==> config.mk <==
export PLATFORM = sky130hd
export DESIGN_NAME = uart_tx_feeder_flat
export DESIGN_NICKNAME = d
export VERILOG_FILES = /design/src/rtl/uart_tx_feeder_if.sv /design/src/rtl/uart_tx_feeder.sv /design/src/flat_wrapper.sv
export SDC_FILE = /design/constraint.sdc
export NUM_CORES = 1
export LEC_CHECK = 0
export ABC_AREA = 1
export CAP_MARGIN = 20
export CELL_PAD_IN_SITES_DETAIL_PLACEMENT = 1
export CELL_PAD_IN_SITES_GLOBAL_PLACEMENT = 2
export CORE_MARGIN = 2
export CORE_UTILIZATION = 34
export DETAILED_ROUTE_END_ITERATION = 7
export PLACE_DENSITY_LB_ADDON = 0.05
export SYNTH_ARGS = -nofsm -noshare
export SYNTH_HDL_FRONTEND = slang
export SYNTH_SLANG_ARGS = --single-unit
==> constraint.sdc <==
create_clock -name clk -period 2.4 [get_ports clk]
set_clock_uncertainty 0.2 [all_clocks]
set_input_delay 0.48 -clock clk [delete_from_list [all_inputs] [get_ports clk]]
set_output_delay 0.48 -clock clk [all_outputs]
set_load 0.05 [all_outputs]
==> src/rtl/uart_tx_feeder_if.sv <==
// rtl/uart_tx_feeder_if.sv - byte-write and transmitter-launch signals of the UART TX feeder
interface uart_tx_feeder_if #(
  parameter int DATA_WIDTH = 8,
  parameter int ADDR_WIDTH = 3
);
  logic [DATA_WIDTH-1:0] wr_data;
  logic                  wr_en;
  logic                  full;
  logic                  empty;
  logic [ADDR_WIDTH:0]   count;
  logic                  overflow;
  logic [DATA_WIDTH-1:0] tx_data;
  logic                  tx_data_valid;
  logic                  tx_busy;

  // master: system writer plus transmitter; slave: the feeder itself
  modport master (
    output wr_data, wr_en, tx_busy,
    input  full, empty, count, overflow, tx_data, tx_data_valid
  );

  modport slave (
    input  wr_data, wr_en, tx_busy,
    output full, empty, count, overflow, tx_data, tx_data_valid
  );
endinterface

==> src/rtl/uart_tx_feeder.sv <==
// rtl/uart_tx_feeder.sv - FIFO byte buffer draining one frame at a time into a UART transmitter
module uart_tx_feeder #(
  parameter int DATA_WIDTH = 8,
  parameter int DEPTH      = 8,
  parameter int ADDR_WIDTH = 3
) (
  input logic             clk,
  input logic             rst,
  uart_tx_feeder_if.slave bus
);
  typedef enum logic [1:0] {IDLE, SEND, WAIT_DONE} state_e;

  state_e                state_q;
  logic [DATA_WIDTH-1:0] mem_q [DEPTH];
  logic [ADDR_WIDTH-1:0] wr_ptr_q;
  logic [ADDR_WIDTH-1:0] rd_ptr_q;
  logic [ADDR_WIDTH:0]   count_q;
  logic [ADDR_WIDTH:0]   count_d;
  logic                  overflow_q;
  logic [DATA_WIDTH-1:0] tx_data_q;
  logic                  tx_valid_q;
  logic                  full;
  logic                  empty;
  logic                  push;
  logic                  pop;

  assign full  = (count_q == (ADDR_WIDTH+1)'(DEPTH));
  assign empty = (count_q == '0);
  // a full FIFO rejects writes even when a pop frees a slot on the same edge
  assign push  = bus.wr_en && !full;
  assign pop   = (state_q == IDLE) && !empty && !bus.tx_busy;

  always_comb begin
    count_d = count_q;
    if (push && !pop) begin
      count_d = count_q + (ADDR_WIDTH+1)'(1);
    end else if (!push && pop) begin
      count_d = count_q - (ADDR_WIDTH+1)'(1);
    end
  end

  always_ff @(posedge clk) begin
    if (push) begin
      mem_q[wr_ptr_q] <= bus.wr_data;
    end
  end

  always_ff @(posedge clk) begin
    if (rst) begin
      wr_ptr_q   <= '0;
      rd_ptr_q   <= '0;
      count_q    <= '0;
      overflow_q <= 1'b0;
    end else begin
      if (push) begin
        wr_ptr_q <= wr_ptr_q + ADDR_WIDTH'(1);
      end
      if (pop) begin
        rd_ptr_q <= rd_ptr_q + ADDR_WIDTH'(1);
      end
      count_q    <= count_d;
      overflow_q <= bus.wr_en && full;
    end
  end

  always_ff @(posedge clk) begin
    if (rst) begin
      state_q    <= IDLE;
      tx_data_q  <= '0;
      tx_valid_q <= 1'b0;
    end else begin
      case (state_q)
        IDLE: begin
          if (pop) begin
            tx_data_q  <= mem_q[rd_ptr_q];
            tx_valid_q <= 1'b1;
            state_q    <= SEND;
          end
        end
        SEND: begin
          if (bus.tx_busy) begin
            tx_valid_q <= 1'b0;
            state_q    <= WAIT_DONE;
          end
        end
        WAIT_DONE: begin
          tx_valid_q <= 1'b0;
          if (!bus.tx_busy) begin
            state_q <= IDLE;
          end
        end
        default: begin
          tx_valid_q <= 1'b0;
          state_q    <= IDLE;
        end
      endcase
    end
  end

  assign bus.full          = full;
  assign bus.empty         = empty;
  assign bus.count         = count_q;
  assign bus.overflow      = overflow_q;
  assign bus.tx_data       = tx_data_q;
  assign bus.tx_data_valid = tx_valid_q;
endmodule

==> src/flat_wrapper.sv <==
// flat-port wrapper written by rule: the top's interface ports become plain ports
module uart_tx_feeder_flat 
#(
  parameter int DATA_WIDTH = 8,
  parameter int DEPTH      = 8,
  parameter int ADDR_WIDTH = 3
)
  (clk, rst, bus_wr_data, bus_wr_en, bus_tx_busy, bus_full, bus_empty, bus_count, bus_overflow, bus_tx_data, bus_tx_data_valid);
  uart_tx_feeder_if #(.DATA_WIDTH(DATA_WIDTH), .ADDR_WIDTH(ADDR_WIDTH)) bus_i ();
  input logic clk;
  input logic rst;
  input wire logic [$bits(bus_i.wr_data)-1:0] bus_wr_data;
  input wire logic [$bits(bus_i.wr_en)-1:0] bus_wr_en;
  input wire logic [$bits(bus_i.tx_busy)-1:0] bus_tx_busy;
  output wire logic [$bits(bus_i.full)-1:0] bus_full;
  output wire logic [$bits(bus_i.empty)-1:0] bus_empty;
  output wire logic [$bits(bus_i.count)-1:0] bus_count;
  output wire logic [$bits(bus_i.overflow)-1:0] bus_overflow;
  output wire logic [$bits(bus_i.tx_data)-1:0] bus_tx_data;
  output wire logic [$bits(bus_i.tx_data_valid)-1:0] bus_tx_data_valid;
  assign bus_i.wr_data = bus_wr_data;
  assign bus_i.wr_en = bus_wr_en;
  assign bus_i.tx_busy = bus_tx_busy;
  assign bus_full = bus_i.full;
  assign bus_empty = bus_i.empty;
  assign bus_count = bus_i.count;
  assign bus_overflow = bus_i.overflow;
  assign bus_tx_data = bus_i.tx_data;
  assign bus_tx_data_valid = bus_i.tx_data_valid;
  uart_tx_feeder #(.DATA_WIDTH(DATA_WIDTH), .DEPTH(DEPTH), .ADDR_WIDTH(ADDR_WIDTH)) u_core (.clk(clk), .rst(rst), .bus(bus_i));
endmodule
# Word-level counts from Yosys, hierarchy flattened
# Memories as Yosys holds them, arrays and structs flattened. A register that Yosys moved wholly into a read port is not among the register bits.
# Index checks and enable logic that the tools add are counted.
# word_totals
ff_bits	14
memories	1
mem_bits_rw	64
elab_cells	45
input_bits	12
output_inout_bits	16
# memory_table
memory	words	width	rd	rd_clocked_by_memory_dff	write_ports	line	rtl
u_core.mem_q	8	8	1	1	1	uart_tx_feeder.sv:14	logic [DATA_WIDTH-1:0] mem_q [DEPTH];
# op_classes
muxes	11
eq_ne	6
reduce_logical	17
add_sub_neg	4
# ops
cell	n
2-to-1 mux 4 bit	2
adder 3 x 1 -> 3 bit, second input constant	2
logical AND 1 bit	6
2-to-1 mux 2 bit	3
case mux 2 bit (3 select lines)	1
logical NOT 1 bit	5
adder 4 x 1 -> 4 bit, second input constant	1
== test 4 bit, second input constant	1
logical NOT 4 bit	1
2-to-1 mux 1 bit	4
inequality test 2 bit, second input constant	2
AND reduction 2 bit	2
subtractor 4 x 1 -> 4 bit, second input constant	1
AND reduction 3 bit	1
== test 2 x 1 -> 1 bit, second input constant	1
== test 2 bit, second input constant	1
logical NOT 2 bit	1
inequality test 2 x 1 -> 1 bit, second input constant	1
case mux 1 bit (2 select lines)	1
nonzero test 2 bit	1

# Logic depth before layout (Yosys ltp)
# depth
ltp_word	7
ltp_mapped	14

# Worst setup path before layout
# Ideal clock, no wire load.
# synth_path
path_type	reg-to-reg
start	reg u_core.count_q[3], in the netlist u_core.bus.count[3]
end	reg u_core.count_q[3], in the netlist u_core.bus.count[3]
path_stages_with_launch	14
path_buffers	1
required_time_ns	2.130
slack_ns	-0.214
arrival_time_ns	2.344
cell_sequence	dfxtp_1 buf_4 nand3_1 nand2_2 inv_2 ha_1 inv_1 ha_1 or2_2 nand2_1 nand3_1 nand2_1 nand2_1 a21oi_1
# synth_lines
item	line	rtl
from (decl)	uart_tx_feeder.sv:17	logic [ADDR_WIDTH:0] count_q;
from (signal assigned)	uart_tx_feeder.sv:61	count_q <= count_d;
== test 4 bit *	uart_tx_feeder.sv:27	assign full = (count_q == (ADDR_WIDTH+1)'(DEPTH));
logical NOT 1 bit *	uart_tx_feeder.sv:30	assign push = bus.wr_en && !full;
logical AND 1 bit *	uart_tx_feeder.sv:30	
named net u_core.push	uart_tx_feeder.sv:24	logic push;
logical NOT 1 bit	uart_tx_feeder.sv:37	end else if (!push && pop) begin
logical AND 1 bit	uart_tx_feeder.sv:37	
nonzero test 2 bit (no line)	-	
# Mark *: on every way through the listed nets, which the timed path passes. The rest lies on a longest branch. The select of a mux whose other input is x is not followed.
# A chain may end at the register's enable or synchronous reset.

# Worst setup path after layout
# layout_path
start	reg u_core.count_q[0], in the netlist u_core.bus.count[0]
end	out bus_count[0]
# layout_lines
item	line	rtl
to (decl)	flat_wrapper.sv:17	output wire logic [$bits(bus_i.count)-1:0] bus_count;
# No word-level cell between the ends.

==> flow_summary_export.csv <==
group,metric,value,unit
floorplan,dieHeight,110,µm
clocking,root_buffer,"clkbuf_8",
global_routing,grt_pass1_wl,14900,µm
synthesis,yosys.cell_types.count,27,
final_layout,utilization,42.2,%
route,vias,2667,
floorplan,initial_core_util,34.9,%
critical_path,cp_slowest_stage_delay,0.80,ns
final_layout,nNetsFinal,455,
critical_path,r2r_setup_slack,0.18,ns
sta,final-setup-viol-count,0,
power_and_ir_drop,power_density,1080,nW/µm²
synthesis,ys_seq_elements,86,
global_routing,grt_max_degree,33,
global_routing,grt_pass1_vias,2651,
sta,worstMarginPinSlew,0.504,ns
floorplan,core_area,10800,µm²
clocking,clk_pin_slew_worst_paths,0.09,ns
synthesis,synth_area_leaders,"edfxtp_1 51%, dfxtp_1 12%, nand2_1 10%",
critical_path,path_cells,"buf_4 -> clkdlybuf4s50_1",
route,routed_via_density,4.58,
critical_path,worstPathArrival,1.64,ns
synthesis,yosysSeqAreaShare,62.4,%
synthesis,syn_area_per_cell,9.81,µm²
final_layout,final_common_cell,"nand2_1",
clocking,cts_resized,0,
critical_path,start_kind,"flip-flop",
global_routing,antenna_found_initial,0,
synthesis,synth_top_area_share,50.8,%
power_and_ir_drop,vdd_ir_drop_max,0.458,mV
power_and_ir_drop,p_total,4.94,mW
floorplan,pin_count,28,
clocking,clkLatencyLatePin,0.37,ns
synthesis,synth-async-reset-ratio,0,%
hold_path,worstHoldPathType,"primary input to flip-flop",
clocking,cts_sinks,86,
final_layout,antenna_cells,0,
critical_path,path_max_fanout,4,
clocking,cts_tree,"built",
power_and_ir_drop,leakage,1.95,nW
global_routing,grt_usage,17.4,%
hold_path,hp-start,"bus_tx_busy",
final_layout,n_fill_cell,1252,
placement,routabilityCongestion,0.741,
route,drc,0,
clocking,numCtsBuffers,9,
sta,hold_viol,0,
critical_path,r2r_cells,13,
placement,port_buffers,27,
sta,min_period_over_period,96.7,%
route,drtIter0Drc,101,
placement,dp_hpwl,6270,µm
final_layout,most-common-layout-cells,"105 x nand2_1, 64 x edfxtp_1, 59 x inv_1",
clocking,cts_hold_buf,0,
final_layout,fin_area,4580,µm²
route,dr.pass1.iters,4,
global_routing,overflow,0,
synthesis,synthCells,386,
synthesis,syn_area,3780,µm²
placement,dp_slack,-0.321,ns
critical_path,startpoint,"u_core.bus.count[0]",
floorplan,die_w,110,µm
route,ant_nets,0,
route,routed_wl,9430,µm
route,wire_per_inst,16.2,µm
critical_path,cp.required,1.72,ns
synthesis,synth_edf_count,64,
clocking,cts_setup_buffers,0,
synthesis,synthFlopType,"edfxtp_1",
critical_path,critPathKind,"flip-flop to output pin",
floorplan,die_area,12000,µm²
hold_path,whs_path_depth,3,
sta,hold_slack,0.220,ns
sta,max_freq,0.431,GHz
synthesis,syn_nets,404,
clocking,cts-htree-levels,3,
placement,place_area,4350,µm²
critical_path,crit_slowest_cell,"clkdlybuf4s50_1",
sta,setup_ws,0.0790,ns
sta,finalCriticalPeriod,2.32,ns
final_layout,drive_gt1_share,14.9,%
clocking,cts_buffer_depth,2,
sta,maxSlewViolCount,0,
critical_path,endpoint_kind,"output pin",
sta,relSlewSlack,66.3,%
critical_path,r2r_start,"u_core.bus.count[1]",
final_layout,syn_to_final_growth,20.9,%
sta,rsz0062_at_grt,"no",
synthesis,synth_area_leader_cell,"edfxtp_1",
floorplan,rows,38,
job,max_cap_violations,0,
status,status,"completed",
synthesis,yosysWarnings,0,
## final cells by class
class	instances	area (µm²)	share of cell area [%]
inverters	65	246	5.39
repair buffers	55	503	11.0
multi-input cells	220	1060	23.2
clock buffers	12	166	3.64
flip-flops and latches	86	2370	51.8
well taps	140	175	3.83
clock inverters	4	52.6	1.15
## where the power goes
group | switching (mW) | internal (mW)
logic | 1.25 | 0.683
clock network | 0.544 | 0.576
registers | 0.116 | 1.77
## through the flow
| step | cells | TNS, ns |
|---|---|---|
| floorplan | 386 | 0 |
| global placement | 566 | -0.582 |
| detailed placement | 566 | -0.769 |
| CTS | 582 | 0 |
| global route | 582 | 0 |
| finish | 582 | 0 |
## cells in the mapped netlist, drive strengths merged, types with 2 or more instances
master  number
nand2      109
edfxtp      64
inv         64
nand3       53
dfxtp       22
nor2        21
a21oi       15
buf         14
o21ai        7
ha           5
xor2         3
or2          2
## state kept, by name (all words and copies together) (netlist names)
register / flops
u_core.mem_q: 64
u_core.bus.count: 4
u_core.state_q: 2
u_core.rd_ptr_q: 3
u_core.bus.tx_data: 8
u_core.wr_ptr_q: 3
u_core.bus.tx_data_valid: 1
u_core.bus.overflow: 1
## layer usage
metal  up-vias  share of wire [%]  GRT usage (%)
li1       1341                  -              -
met1      1270                 50           24.4
met2        42                 45           26.5
met3        14                3.6           3.38
met4         0                2.0           7.32
met5         -                  0              0
## logic make-up after synthesis
logic type | share of synthesized area, %
simple gates | 21.5
flops | 62.4
buf+inv | 9.62
compound gates | 3.64
fa+ha+maj | 2.18
xor+xnor | 0.694
## worst max-delay path: cells and delay by family, from the launching register on
family   cells  cell delay [ns]
buf+inv      2             0.94
flops        1             0.34
## path summary, 6_finish.rpt
kind	endpoint
max	bus_count[0]
min	u_core.state_q[1]
max reg2reg	u_core.bus.count[3]
min reg2reg	u_core.bus.tx_data[0]
Power figures use the tool's default switching activity.
